File: config.mk
export PLATFORM = sky130hd
export DESIGN_NAME = alu16_op_sequencer
export DESIGN_NICKNAME = d
export VERILOG_FILES = /design/src/rtl/alu16_op_sequencer.sv
export SDC_FILE = /design/constraint.sdc
export NUM_CORES = 1
export LEC_CHECK = 0
export ABC_AREA = 1
export CORE_MARGIN = 2
export CORE_UTILIZATION = 50
export DETAILED_ROUTE_END_ITERATION = 16
export DONT_BUFFER_PORTS = 1
export GPL_TIMING_DRIVEN = 0
export HOLD_SLACK_MARGIN = 0.15
export PLACE_DENSITY = 0.7
export SLEW_MARGIN = 25
export SYNTH_ARGS = -nofsm -noshare
export SYNTH_HDL_FRONTEND = slang
export SYNTH_SLANG_ARGS = --single-unit
File: constraint.sdc
create_clock -name clk -period 3.9 [get_ports clk]
set_input_delay 0.39 -clock clk [delete_from_list [all_inputs] [get_ports clk]]
set_output_delay 0.39 -clock clk [all_outputs]
set_load 0.005 [all_outputs]
File: src/rtl/alu16_op_sequencer.sv
// Multi-cycle sequencer for the 16-bit ALU datapath.
// Accepts one command at a time over valid/ready, runs logic/ADD/SUB in a
// single execute cycle and MUL as a WIDTH-cycle shift-add, then holds the
// result until the consumer takes it. Every result is also written to the
// accumulator, which later commands may select as operand A.
module alu16_op_sequencer #(
   parameter int WIDTH = 16
) (
   input  logic             clk,
   input  logic             rst,
   input  logic             cmd_valid,
   output logic             cmd_ready,
   input  logic [2:0]       cmd_op,
   input  logic             use_acc,
   input  logic [WIDTH-1:0] in,
   input  logic [WIDTH-1:0] in1,
   output logic             rsp_valid,
   input  logic             rsp_ready,
   output logic [WIDTH-1:0] out,
   output logic             carry,
   output logic             busy
);

   localparam int CNT_W = (WIDTH > 1) ? $clog2(WIDTH) : 1;
   localparam logic [CNT_W-1:0] CNT_LAST = CNT_W'(WIDTH - 1);
   localparam logic [2:0] OP_MUL = 3'b111;

   typedef enum logic [1:0] {IDLE, EXEC, MULT, DONE} state_t;

   state_t               state;
   logic [2:0]           op_q;
   logic [WIDTH-1:0]     a_q;
   logic [WIDTH-1:0]     b_q;
   logic [WIDTH-1:0]     acc;
   logic [WIDTH-1:0]     a_sel;
   logic [WIDTH:0]       exec_res;
   logic [2*WIDTH-1:0]   mcand;
   logic [2*WIDTH-1:0]   product;
   logic [2*WIDTH-1:0]   product_next;
   logic [WIDTH-1:0]     mplier;
   logic [CNT_W-1:0]     count;

   // Single-cycle ALU result: {carry, value}. MUL never reaches this path.
   function automatic logic [WIDTH:0] alu_eval(input logic [2:0] op,
                                               input logic [WIDTH-1:0] a,
                                               input logic [WIDTH-1:0] b);
      logic [WIDTH:0] r;
      case (op)
         3'b000:  r = {1'b0, ~(a & b)};
         3'b001:  r = {1'b0, a & b};
         3'b010:  r = {1'b0, a | b};
         3'b011:  r = {1'b0, a ^ b};
         3'b100:  r = {1'b0, ~a};
         3'b101:  r = {1'b0, a} + {1'b0, b};
         3'b110:  r = {(a < b), a - b};
         default: r = {1'b0, a};
      endcase
      return r;
   endfunction

   assign cmd_ready = (state == IDLE) && !rst;
   assign busy      = (state != IDLE);

   // Operand A source, execute-cycle result and next partial product.
   always_comb begin
      a_sel        = use_acc ? acc : in;
      exec_res     = alu_eval(op_q, a_q, b_q);
      product_next = mplier[0] ? (product + mcand) : product;
   end

   // Control FSM with registered result, accumulator and multiplier state.
   always_ff @(posedge clk) begin
      if (rst) begin
         state     <= IDLE;
         acc       <= '0;
         out       <= '0;
         carry     <= 1'b0;
         rsp_valid <= 1'b0;
         count     <= '0;
         product   <= '0;
         mcand     <= '0;
         mplier    <= '0;
      end else begin
         case (state)
            IDLE: begin
               if (cmd_valid) begin
                  op_q    <= cmd_op;
                  a_q     <= a_sel;
                  b_q     <= in1;
                  mcand   <= {{WIDTH{1'b0}}, a_sel};
                  mplier  <= in1;
                  count   <= '0;
                  product <= '0;
                  state   <= (cmd_op == OP_MUL) ? MULT : EXEC;
               end
            end
            EXEC: begin
               out       <= exec_res[WIDTH-1:0];
               carry     <= exec_res[WIDTH];
               acc       <= exec_res[WIDTH-1:0];
               rsp_valid <= 1'b1;
               state     <= DONE;
            end
            MULT: begin
               product <= product_next;
               mcand   <= mcand << 1;
               mplier  <= mplier >> 1;
               count   <= count + 1'b1;
               if (count == CNT_LAST) begin
                  out       <= product_next[WIDTH-1:0];
                  carry     <= |product_next[2*WIDTH-1:WIDTH];
                  acc       <= product_next[WIDTH-1:0];
                  rsp_valid <= 1'b1;
                  state     <= DONE;
               end
            end
            DONE: begin
               if (rsp_ready) begin
                  rsp_valid <= 1'b0;
                  state     <= IDLE;
               end
            end
            default: state <= IDLE;
         endcase
      end
   end

endmodule

Word level (Yosys, flattened, before mapping)

Cells that the tools add are included.
W data, S select, Z words.

Output and inout bits: 20
Bits in registers: 139
Logic and storage cells: 73

Bitwise operators: 6
Reductions and logical operators: 14
Add/subtract/negate cells: 4
Muxes and demuxes: 23
Magnitude comparators: 1
Eq/ne operators: 14

Operators by type and width:

| cell                  | count |
|---|---|
| $pmux W32 S2          | 2 |
| $pmux W17 S7          | 1 |
| $mux W32              | 3 |
| $pmux W16 S2          | 2 |
| $mux W16              | 3 |
| $add A32 B32 Y32      | 1 |
| $not A16 Y16          | 2 |
| $add A16 B16 Y17      | 1 |
| $and A16 B16 Y16      | 1 |
| $lt A16 B16 Y1        | 1 |
| $or A16 B16 Y16       | 1 |
| $reduce_or A16 Y1     | 1 |
| $sub A16 B16 Y16      | 1 |
| $xor A16 B16 Y16      | 1 |
| $eq A3 B3 Y1 const B  | 4 |
| $reduce_and A3 Y1     | 3 |
| $mux W2               | 4 |
| $pmux W2 S4           | 1 |
| $pmux W4 S2           | 1 |
| $eq A3 B2 Y1 const B  | 2 |
| $ne A2 B2 Y1 const B  | 3 |
| $reduce_bool A2 Y1    | 3 |
| $add A4 B1 Y4 const B | 1 |
| $eq A2 B2 Y1 const B  | 2 |
| 14 further kinds      | 17 |

Depth between registers and ports, before layout

Word-level depth: 5
Mapped depth: 20
Depth with buffers taken out: 20

Worst setup path before layout

OpenSTA, ideal clock, no wires.

Path type: input -> register
From: input rst
To: register a_q[0], enable pin
Setup time: 0.427 ns
Cell stages on the path: 4
Arrival: 2.231 ns
Required time: 3.473 ns
Buffers on the path: 1
Setup slack: 1.242 ns
Path through: inv_1 clkbuf_1 nand2_1 nor2_1

Cells in the longest elaborated chain, start to end: 2

RTL lines:

| what                        | line | text |
|---|---|---|
| start: declaration          | 10   | `input logic rst,` |
| $not A1 Y1 (no line)        | --   |  |
| $reduce_and A3 Y1 (no line) | --   |  |
| end signal: assignment      | 88   | `a_q <= a_sel;` |
| end: declaration            | 32   | `logic [WIDTH-1:0] a_q;` |

No other way between the ends.
A chain may end at the register's enable or synchronous reset.

Final worst setup path

From: register mcand[0]
To: register carry

Cells in the longest elaborated chain, start to end: 5

RTL lines:

| what                     | line | text |
|---|---|---|
| start: declaration       | 37   | `logic [2*WIDTH-1:0] mcand;` |
| start signal: assignment | 90   | `mcand <= {{WIDTH{1'b0}}, a_sel};` |
| start signal: assignment | 106  | `mcand <= mcand << 1;` |
| $add A32 B32 Y32         | 68   | `product_next = mplier[0] ? (product + mcand) : product;` |
| $mux W32                 | 68   |  |
| $reduce_or A16 Y1        | 111  | `carry <= \|product_next[2*WIDTH-1:WIDTH];` |
| $mux W1                  | 109  | `if (count == CNT_LAST) begin` |
| $pmux W1 S2              | 84   | `case (state)` |
| end signal: assignment   | 99   | `carry <= exec_res[WIDTH];` |
| end signal: assignment   | 111  |  |
| end: declaration         | 20   | `output logic carry,` |

No other way between the ends. The select of a mux whose other input is x is not followed.

==> results.md <==
- Reg2reg start: mcand[0]
- Register area share after synthesis: 28.7%
- Fin nets: 1876
- TritonCTS clock tree: yes
- Met2 usage: 45.5%
- Min-Delay Path Depth: 3
- Max stage delay on crit path: 0.48 ns
- Vias after detailed routing: 11500
- F_max: 343 MHz
- Rel. slew slack: 53.8%
- Placed Cells incl. Taps: 1990
- Met1 usage: 44.9%
- #FFs+latches synth: 139
- Share of the synthesized area in the top cell type: 19.2%
- WP data arrival: 3.22 ns
- Netlist cell types: 50
- Hold EP: state[0]
- Via-to-Cell Ratio: approximately 5.6
- Initial antenna violation count: 0
- Post-synthesis xor/xnor area fraction: less than 1%
- Status: complete, no violations
- Total power: 7190 µW
- Cell taking the most area after synthesis: nand2_1
- Die ar.: 23000 µm²
- Die width: 152 µm
- H-tree depth: 4
- RSZ-0062 raised after global routing: no
- Final hold vios: 0
- Mux cell area share after synthesis: 0%
- Global route total overflow: 0
- Dpl hpwl: 28000 µm
- Final Worst Setup Slack: 0.984 ns
- Crit. End Element: register
- Final hold slack: 0.176 ns
- Buffers added on ports: 0
- Setup_tns: 0 ns
- First-pass GRT wire length: roughly 54000 µm
- Netlist Area Pre-Place: 10900 µm²
- Largest cells by area after synthesis: nand2_1, dfxtp_1, edfxtp_1
- Gate Count Post-Synth: between 1500 and 2000
- Worst path slowest cell: fa_1
- Synth Area in Adders: 10.2%
- Worst Path Required: 4.21 ns
- Layout Cells excl Fill: 2043
- Share of post-route cells with drive strength above 1: 6.30%
- Most common cell after layout, fill and taps aside: nand2_1
- Yosys warnings: 0
- Final wirelength: 35500 µm
- Top cell by count, worst path: nand2_1
- Least-Margin Pin Slew: 0.692 ns
- Crit start category: register
- GR peak layer: met2
- Crit-path cells: ha_1 -> fa_1 -> nand3_1 -> nand3_1 -> nand2_1 -> nand2_2 -> nand2_1 -> nand2_1 -> nand2_1 -> nand2_1 -> nand2_1 -> nand3_1 -> nand2_1 -> nand3_1 -> nor2_1 -> nand2_1 -> nand2_1 -> a21oi_2
- Critical path buffers and inverters: 0
- Syn Area/Cell: 6.39 µm²
- Leak: 0.00584 µW
- Slew Limit Fails: 0
- Clock buffer depth: 2
- Min Tclk post-route: between 2 and 3 ns
- Worst skew pair latency: 0.43 ns
- CTS root buf: clkbuf_16
- DR pass1 iterations: 5
- Final Setup Violations: 0
- Main combinational cell family by area after synthesis: simple AND/OR/NAND/NOR gates
- Area share of and/or/nand/nor cells after synthesis: between 30% and 40%
- Post-route ant nets: 0
- Hold Path Class: in -> reg
- Crit-path max FO: 4
- Initial Util: a little over 50%
- Clock skew: 0.00945 ns
- Peak VDD IR: roughly 0.49 mV
- Clk slew on worst S/H paths: 0.07 ns
- Min-delay src: cmd_op[0]
- Largest net degree at the start of global routing: 23
- Total GRT Usage: 30.9%
- Pwr Density: 592 nW/µm²
- Synth Area in Compound Gates: 18.2%
- Commonest cells after routing, fill and taps aside: nand2_1, inv_1, a21oi_1
- Cell family contributing the most delay on the critical path: simple AND/OR/NAND/NOR gates
- DRC viols: 0
- FF-to-FF End: carry
- Area Overhead vs Synth: 11.2%
- Fraction of the cycle the final worst path needs: 74.8%
- DIE HEIGHT: around 150 µm
- Synthesized net count: 1836
- Cts bufs inserted: 17
- Clock Sinks: 139
- R2R depth: 18
- FP Rows: 54
- Pre-CTS WS: 1.06 ns
- Routability Congestion: roughly 1
- IO Pins: 60
- Core area: 21600 µm²
- Setup CP Type: reg -> reg
- Met3 Use GR: 7.22%
- Vias in the first global route: 10200
- Post-cts sizing count: 0
- Max_cap viols: 0
- WL/cell: 17.4 µm
- DR iter-0 viols: 1049
- FF-to-FF setup slack: 0.98 ns
## worst max path at each step
stage                         end  slack (ns)     start  cells past startpoint
after global placement    a_q[15]        0.20       rst                      4
after floorplan            a_q[0]        1.24       rst                      4
final                       carry        0.98  mcand[0]                     18
after global routing        carry        0.73  mcand[0]                     18
after CTS                   carry        1.03  mcand[0]                     18
after detailed placement    carry        1.06  mcand[0]                     18
## sequential cells by signal, summed over array words and instances (netlist names)
| signal | count |
|---|---|
| b_q | 16 |
| mplier | 16 |
| state | 2 |
| carry | 1 |
| op_q | 3 |
| product | 32 |
| rsp_valid | 1 |
| acc | 16 |
| mcand | 32 |
| count | 4 |
| a_q | 16 |
## through the flow
step / utilization (%) / cell area [µm²]
floorplan: - / 10900
global placement: 52.1 / 11300
detailed placement: 52.2 / 11300
CTS: 56.1 / 12100
global route: 56.1 / 12100
finish: 56.1 / 12100
## cells in the mapped netlist (all sizes together)
library cell / n
nor4: 2
clkinv: 3
dfxtp: 104
xor2: 5
nor3: 10
inv: 248
and2: 2
a211oi: 4
nand3b: 4
a21oi: 136
edfxtp: 35
a221oi: 3
o21a: 2
o21ai: 111
xnor2: 2
o21bai: 6
a31oi: 45
nand4: 9
ha: 84
nand2: 565
or2: 13
o31ai: 3
fa: 3
nand3: 98
o211ai: 8
clkbuf: 39
and3: 1
o221ai: 16
o41ai: 2
nor2: 110
dlygate4sd1: 1
a2111oi: 1
buf: 21
o22ai: 13
## area by class of cell
class                   count  area (µm²)
clock buffers              18         450
clock inverters            14         193
plain buffers              61         317
fillers                  2185        9490
well taps                 280         350
inverters                 251         942
repair buffers             21         215
multi-input cells        1258        6530
flip-flops and latches    139        3130
diodes                      1        2.50
## worst register-to-register path: cells and delay by family, from the launching register on
family	cells	cell delay, ns
simple gates	15	1.64
flops	1	0.33
fa+ha+maj	2	0.73
compound gates	1	0.08
## kinds of logic after synthesis
logic type | Yosys count
buf+inv | 312
flops | 139
simple gates | 814
compound gates | 350
fa+ha+maj | 87
xor+xnor | 7
## report_power, final
group | total, µW | switching, µW | internal (µW) | leakage, µW
registers | 2110 | 287 | 1830 | 0.00118
clock network | 1780 | 762 | 1020 | 0.000316
logic | 3290 | 2270 | 1020 | 0.00434
## layer usage
metal	share of wire, %	up-vias
li1	-	5652
met1	45	5230
met2	41	528
met3	11	53
met4	2.4	0
met5	0	-
## what timing repair did
action	CTS	global route
hold buffers	20	0
buffers inserted	0	0
endpoints found under the hold margin	35	0
No activity file was read; power rests on OpenSTA's default activity.
